**src/rtl/score_display_if.sv**
```systemverilog
// Bus between the game core / VGA timing and the score renderer.
// The master drives score, game events and beam coordinates; the slave returns pixel and high-score state.
interface score_display_if;
    logic [15:0] score;
    logic        game_tick;
    logic        game_start;
    logic        game_frozen;
    logic [9:0]  hpos;
    logic [9:0]  vpos;
    logic        pixel_on;
    logic [15:0] hiscore;
    logic        new_record;

    modport master (
        output score, game_tick, game_start, game_frozen, hpos, vpos,
        input  pixel_on, hiscore, new_record
    );

    modport slave (
        input  score, game_tick, game_start, game_frozen, hpos, vpos,
        output pixel_on, hiscore, new_record
    );
endinterface

```
**src/rtl/score_display.sv**
```systemverilog
// Renders the frame-latched score and the session high score as 3x5 BCD digits
// scaled 4x, with leading-zero suppression and record blinking while frozen.
module score_display #(
    parameter logic [9:0] X0 = 10'd544,
    parameter logic [9:0] Y0 = 10'd16
) (
    input  logic            clk,
    input  logic            rst_n,
    score_display_if.slave  bus
);
    logic [15:0] shown_q;
    logic [15:0] hiscore_q;
    logic [4:0]  blink_q;
    logic        rec_q;
    logic        frz_q;
    logic        new_record_q;
    logic        pixel_q;

    logic        s1_box_q;
    logic        s1_hi_q;
    logic [1:0]  s1_slot_q;
    logic [1:0]  s1_col_q;
    logic [2:0]  s1_row_q;

    // Stage 1: beam position to slot / font cell coordinates.
    logic [9:0]  dx_d;
    logic [9:0]  dy_s_d;
    logic [9:0]  dy_h_d;
    logic        in_x_d;
    logic        in_s_d;
    logic        in_h_d;
    logic        box_d;
    logic [2:0]  row_d;

    assign dx_d   = bus.hpos - X0;
    assign dy_s_d = bus.vpos - Y0;
    assign dy_h_d = bus.vpos - (Y0 + 10'd24);
    // Out-of-range coordinates wrap to large unsigned values and fail the compares.
    assign in_x_d = (dx_d < 10'd64) && (dx_d[3:0] < 4'd12);
    assign in_s_d = (dy_s_d < 10'd20);
    assign in_h_d = (dy_h_d < 10'd20);
    assign box_d  = in_x_d & (in_s_d | in_h_d);
    assign row_d  = in_h_d ? dy_h_d[4:2] : dy_s_d[4:2];

    // Stage 2: digit select, leading-zero suppression and font lookup.
    logic [15:0] disp_val_d;
    logic [3:0]  dig_d [4];
    logic [3:0]  lz_d;
    logic [2:0]  font_bits_d;
    logic        font_bit_d;
    logic        blank_all_d;
    logic        pixel_d;
    logic        go_edge_d;

    assign disp_val_d = s1_hi_q ? hiscore_q : shown_q;

    genvar gi;
    generate
        for (gi = 0; gi < 4; gi++) begin : g_dig
            assign dig_d[gi] = disp_val_d[15 - 4*gi -: 4];
            if (gi < 3) begin : g_lz
                assign lz_d[gi] = (disp_val_d[15 -: 4*(gi+1)] == '0);
            end else begin : g_units
                assign lz_d[gi] = 1'b0;
            end
        end
    endgenerate

    function automatic logic [2:0] font_row(input logic [3:0] d, input logic [2:0] r);
        logic [14:0] g;
        logic [2:0]  bits;
        case (d)
            4'd0:    g = {3'd7, 3'd5, 3'd5, 3'd5, 3'd7};
            4'd1:    g = {3'd2, 3'd6, 3'd2, 3'd2, 3'd7};
            4'd2:    g = {3'd7, 3'd1, 3'd7, 3'd4, 3'd7};
            4'd3:    g = {3'd7, 3'd1, 3'd7, 3'd1, 3'd7};
            4'd4:    g = {3'd5, 3'd5, 3'd7, 3'd1, 3'd1};
            4'd5:    g = {3'd7, 3'd4, 3'd7, 3'd1, 3'd7};
            4'd6:    g = {3'd7, 3'd4, 3'd7, 3'd5, 3'd7};
            4'd7:    g = {3'd7, 3'd1, 3'd1, 3'd1, 3'd1};
            4'd8:    g = {3'd7, 3'd5, 3'd7, 3'd5, 3'd7};
            4'd9:    g = {3'd7, 3'd5, 3'd7, 3'd1, 3'd7};
            default: g = 15'd0;
        endcase
        case (r)
            3'd0:    bits = g[14:12];
            3'd1:    bits = g[11:9];
            3'd2:    bits = g[8:6];
            3'd3:    bits = g[5:3];
            default: bits = g[2:0];
        endcase
        return bits;
    endfunction

    assign font_bits_d = font_row(dig_d[s1_slot_q], s1_row_q);

    always_comb begin
        font_bit_d = 1'b0;
        case (s1_col_q)
            2'd0:    font_bit_d = font_bits_d[2];
            2'd1:    font_bit_d = font_bits_d[1];
            default: font_bit_d = font_bits_d[0];
        endcase
    end

    assign blank_all_d = bus.game_frozen & rec_q & blink_q[4];
    assign pixel_d     = s1_box_q & ~lz_d[s1_slot_q] & font_bit_d & ~blank_all_d;
    assign go_edge_d   = bus.game_frozen & ~frz_q;

    always_ff @(posedge clk or negedge rst_n) begin
        if (!rst_n) begin
            shown_q      <= '0;
            hiscore_q    <= '0;
            blink_q      <= '0;
            rec_q        <= 1'b0;
            frz_q        <= 1'b0;
            new_record_q <= 1'b0;
            pixel_q      <= 1'b0;
            s1_box_q     <= 1'b0;
            s1_hi_q      <= 1'b0;
            s1_slot_q    <= '0;
            s1_col_q     <= '0;
            s1_row_q     <= '0;
        end else begin
            frz_q        <= bus.game_frozen;
            new_record_q <= 1'b0;

            if (bus.game_start) begin
                shown_q <= '0;
            end else if (bus.game_tick) begin
                shown_q <= bus.score;
            end

            if (bus.game_tick) begin
                blink_q <= blink_q + 5'd1;
            end

            // A new game suppresses any record detection in the same cycle.
            if (bus.game_start) begin
                rec_q <= 1'b0;
            end else if (go_edge_d && (bus.score > hiscore_q)) begin
                hiscore_q    <= bus.score;
                new_record_q <= 1'b1;
                rec_q        <= 1'b1;
            end

            s1_box_q  <= box_d;
            s1_hi_q   <= in_h_d;
            s1_slot_q <= dx_d[5:4];
            s1_col_q  <= dx_d[3:2];
            s1_row_q  <= row_d;
            pixel_q   <= pixel_d;
        end
    end

    assign bus.pixel_on   = pixel_q;
    assign bus.hiscore    = hiscore_q;
    assign bus.new_record = new_record_q;
endmodule

```
**src/flat_wrapper.sv**
```systemverilog
// flat-port wrapper written by rule: the top's interface ports become plain ports
module score_display_flat 
#(
    parameter logic [9:0] X0 = 10'd544,
    parameter logic [9:0] Y0 = 10'd16
)
  (clk, rst_n, bus_score, bus_game_tick, bus_game_start, bus_game_frozen, bus_hpos, bus_vpos, bus_pixel_on, bus_hiscore, bus_new_record);
  score_display_if bus_i ();
  input  logic clk;
  input  logic rst_n;
  input wire logic [$bits(bus_i.score)-1:0] bus_score;
  input wire logic [$bits(bus_i.game_tick)-1:0] bus_game_tick;
  input wire logic [$bits(bus_i.game_start)-1:0] bus_game_start;
  input wire logic [$bits(bus_i.game_frozen)-1:0] bus_game_frozen;
  input wire logic [$bits(bus_i.hpos)-1:0] bus_hpos;
  input wire logic [$bits(bus_i.vpos)-1:0] bus_vpos;
  output wire logic [$bits(bus_i.pixel_on)-1:0] bus_pixel_on;
  output wire logic [$bits(bus_i.hiscore)-1:0] bus_hiscore;
  output wire logic [$bits(bus_i.new_record)-1:0] bus_new_record;
  assign bus_i.score = bus_score;
  assign bus_i.game_tick = bus_game_tick;
  assign bus_i.game_start = bus_game_start;
  assign bus_i.game_frozen = bus_game_frozen;
  assign bus_i.hpos = bus_hpos;
  assign bus_i.vpos = bus_vpos;
  assign bus_pixel_on = bus_i.pixel_on;
  assign bus_hiscore = bus_i.hiscore;
  assign bus_new_record = bus_i.new_record;
  score_display #(.X0(X0), .Y0(Y0)) u_core (.clk(clk), .rst_n(rst_n), .bus(bus_i));
endmodule
```
**config.mk**
```make
export PLATFORM = sky130hd
export DESIGN_NAME = score_display_flat
export DESIGN_NICKNAME = d
export VERILOG_FILES = /design/src/rtl/score_display_if.sv /design/src/rtl/score_display.sv /design/src/flat_wrapper.sv
export SDC_FILE = /design/constraint.sdc
export NUM_CORES = 1
export LEC_CHECK = 0
export BUFFER_PORTS_ARGS = -buffer_cell sky130_fd_sc_hd__buf_4
export CORE_UTILIZATION = 56
export CTS_BUF_LIST = sky130_fd_sc_hd__clkbuf_8
export CTS_CLUSTER_DIAMETER = 150
export CTS_CLUSTER_SIZE = 12
export DETAILED_ROUTE_END_ITERATION = 8
export HOLD_SLACK_MARGIN = 0.06
export PLACE_DENSITY = 0.9
export SETUP_SLACK_MARGIN = 0.3
export SYNTH_ARGS = -nofsm -noshare
export SYNTH_HDL_FRONTEND = slang
export SYNTH_SLANG_ARGS = --single-unit
```
**constraint.sdc**
```tcl
create_clock -name clk -period 3.85 [get_ports clk]
set_input_delay 0.77 -clock clk [delete_from_list [all_inputs] [get_ports clk]]
set_output_delay 0.77 -clock clk [all_outputs]
set_load 0.01 [all_outputs]
```
==> impl_metrics.py <==
metrics = {
    "clock_network": {
        "insertion_delay_ns": 0.30,
        "h-tree-depth": 2,
        "holdBufCountCts": 0,
        "cts.sinks": 50,
        "tritoncts": "yes",
        "path_clk_slew_ns": 0.09,
        "cts_buffers": 5,
        "clk_path_buf_depth": 2,
        "cts_root_buf": "clkbuf_8",
        "post_cts_buffers": 0,
        "ctsResizeCount": 0,
    },
    "critical_path": {
        "crit_path_max_fanout": 10,
        "path_class": "reg -> reg",
        "cp_top_family": "multiplexers",
        "cp_data_required_time_ns": 4.08,
        "cp-end-kind": "flip-flop",
        "path_cells": "mux4_1 -> mux2i_4 -> inv_1 -> ha_1 -> mux2_1 -> a311o_1 -> a31oi_1 -> o21ai_1 -> a211oi_2",
        "timing.rr.start": "u_core.s1_slot_q[1]$_DFF_PN0_",
        "slowest_stage": "mux4_1",
        "worstSetupStartpointType": "flip-flop",
        "slowest_delay_ns": 0.68,
        "cp.arrival_ns": 3.41,
        "critPathBufInv": 1,
        "startpoint": "u_core.s1_slot_q[1]$_DFF_PN0_",
    },
    "timing": {
        "fin_skew_ns": 0.0114,
        "rsz0062_at_grt": "no",
        "hold_violations": 0,
        "tightest_slew_ns": 0.663,
        "fin_setup_tns_ns": 0,
        "timing.final.ws_setup_ns": 0.665,
        "fin_crit_ns": 3.18,
        "slew_headroom_pct": 55.5,
        "max_freq_ghz": 0.314,
        "final-setup-viol-count": 0,
        "slew_violations": 0,
        "period_share_pct": 82.7,
    },
    "placement": {
        "dp_hpwl_mm": 5.43,
        "io_buffers": 54,
        "dp_slack_ns": 0.703,
        "place_congestion": 0.884,
        "place_inst": 410,
        "postPlaceCellArea_mm2": 0.00359,
    },
    "grt": {
        "overflow": 0,
        "grt_usage_pct": 25.7,
        "antenna_found_initial": 0,
        "grt_pass1_vias": 2464,
        "grt_max_degree": 51,
        "grt_first_pass_wirelength_mm": 11.9,
    },
    "floorplanning": {
        "rows": 26,
        "num_io_pins": 59,
        "die_area_mm2": 0.00591,
        "start_util_pct": 59.9,
        "die_x_um": 76.9,
        "die_y_um": 76.9,
        "core-area_mm2": 0.00524,
    },
    "synthesis": {
        "syn-instance-count": 293,
        "yosys_warnings": 0,
        "synth-seq-cells": 50,
        "yosysSeqAreaShare_pct": 39.9,
        "synthArstFlopShare_pct": 100,
        "synth.avg_cell_area_um2": 10.7,
        "synth_cell_types": 44,
        "ys.flop_type": "dfrtp_1",
        "synth_edf_count": 0,
        "syn-num-nets": 363,
        "syn_area_mm2": 0.00314,
    },
    "min_path": {
        "hold_path_class": "in -> async",
    },
    "detailed_routing": {
        "via_count": 2494,
        "dr.first_iter.drc_count": 150,
        "drt_pass1_iterations": 4,
        "wirelength_mm": 7.18,
        "via_per_inst": 5.97,
        "post_drt_wl_per_cell_um": 17.2,
        "ant_nets": 0,
        "drc_errors": 0,
    },
    "flow_run": {
        "maxCapViolations": 0,
    },
    "final_layout": {
        "drive_gt1_share_pct": 25.9,
        "areaGrowthSynthToFinish_pct": 18.0,
        "fin_nets": 417,
        "final_area_mm2": 0.00370,
        "fin_cells": 418,
        "n_antenna_cell": 0,
    },
    "status": {
        "status": "completed",
    },
    "power_and_ir_drop": {
        "fin_total_pwr_mw": 1.91,
        "p_leak_nw": 1.82,
        "p_per_area_mw_per_mm2": 515,
        "irDropWorstVdd_mv": 0.385,
    },
}
==> cells in the mapped netlist (2+ instances only) <==
library cell,n,area (um^2)
clkbuf_1,2,7.51
xnor2_1,6,52.6
nand4_1,7,43.8
nor3_1,11,55.1
o21ai_1,4,20.0
a31oi_1,5,31.3
xor2_1,2,17.5
inv_1,27,101
nand2_1,14,52.6
mux2_2,17,191
o21ai_0,7,35.0
mux4_2,3,67.6
a21oi_1,10,50.1
nor2_1,28,105
o21a_1,4,30.0
nand3_1,4,20.0
ha_1,29,363
mux4_1,4,105
a21o_1,2,15.0
dfrtp_1,50,1250
mux2i_4,3,67.6
buf_6,2,22.5
nor4_1,4,25.0
nand2b_1,3,18.8
buf_1,2,7.51
nor2b_1,3,18.8
buf_2,3,15.0
mux2i_1,20,200
or4_1,2,15.0
==> final cells by class <==
| type | instances | area (um^2) |
|---|---|---|
| clock buffers | 5 | 68.8 |
| clock inverters | 3 | 40.0 |
| fillers | 382 | 1540 |
| inverters | 27 | 101 |
| multi-input cells | 207 | 1730 |
| flip-flops and latches | 50 | 1250 |
| well taps | 70 | 87.6 |
| repair buffers | 56 | 420 |
==> where the power goes <==
group / switching (mW) / internal, mW
Clock: 0.172 / 0.191
Combinational: 0.337 / 0.395
Sequential: 0.158 / 0.654
==> per-layer routing <==
layer	routed length (um)	vias to the layer above	track usage [%]
li1	-	1162	-
met1	3100	1222	32.4
met2	3570	89	43.0
met3	313	21	5.00
met4	191	0	10.6
met5	0	-	0
==> logic make-up (layout without fill, tap and decap cells) <==
kind of cell | count (synthesis) | count (layout) | synth area share [%]
AO/OA/AOI/OAI | 43 | 43 | 8.97
XOR/XNOR | 8 | 8 | 2.23
adder cells (fa/ha/maj) | 29 | 29 | 11.6
buffers and inverters | 36 | 91 | 4.90
flip-flops | 50 | 50 | 39.9
multiplexers | 48 | 48 | 20.5
AND/OR/NAND/NOR | 79 | 79 | 12.0
==> worst reg2reg max path, cell delays in order (launching register included) <==
cell,delay (ns)
dfrtp_1,0.66
mux4_1,0.69
mux2i_4,0.33
inv_1,0.12
ha_1,0.23
mux2_1,0.29
a311o_1,0.35
a31oi_1,0.16
o21ai_1,0.10
a211oi_2,0.18
==> placed cells by master (no fill, tap or decap), types with 2 or more instances in the layout <==
master and count:
a21o_1 2, a21oi_1 10, a31oi_1 5, buf_4 56, clkbuf_8 5, clkinv_2 2
dfrtp_1 50, ha_1 29, inv_1 27, mux2_2 17, mux2i_1 20, mux2i_4 3
mux4_1 4, mux4_2 3, nand2_1 14, nand2b_1 3, nand3_1 4, nand4_1 7
nor2_1 28, nor2b_1 3, nor3_1 11, nor4_1 4, o21a_1 4, o21ai_0 7
o21ai_1 4, or4_1 2, xnor2_1 6, xor2_1 2
==> through the flow <==
stage,util (%),hold slack [ns]
global placement,68.6,0.461
CTS,70.7,0.485
detailed placement,68.6,0.472
global route,70.7,0.492
floorplan,-,0.446
finish,70.7,0.464
==> sequential cells by signal, indices dropped and copies added, names as in the netlist <==
| signal | flops |
|---|---|
| u_core.s1_hi_q | 1 |
| u_core.s1_box_q | 1 |
| u_core.blink_q | 5 |
| u_core.s1_slot_q | 2 |
| u_core.s1_row_q | 3 |
| u_core.bus.hiscore | 16 |
| u_core.s1_col_q | 2 |
| u_core.shown_q | 16 |
| u_core.bus.new_record | 1 |
| u_core.rec_q | 1 |
| u_core.frz_q | 1 |
| u_core.bus.pixel_on | 1 |
==> final timing paths <==
kind / slack [ns] / cells past startpoint / endpoint
max in group asynchronous: 2.95 / 1 / u_core.shown_q[5]$_DFFE_PN0P_
hold reg to reg: 0.49 / 1 / u_core.blink_q[3]$_DFFE_PN0P_
hold / removal: 0.46 / 1 / u_core.bus.hiscore[0]$_DFFE_PN0P_
setup / recovery: 0.67 / 9 / u_core.bus.pixel_on$_DFF_PN0_
min in group clk: 0.49 / 1 / u_core.blink_q[3]$_DFFE_PN0P_
setup reg to reg: 0.67 / 9 / u_core.bus.pixel_on$_DFF_PN0_
Note: power is estimated with default switching activity, not from simulation.
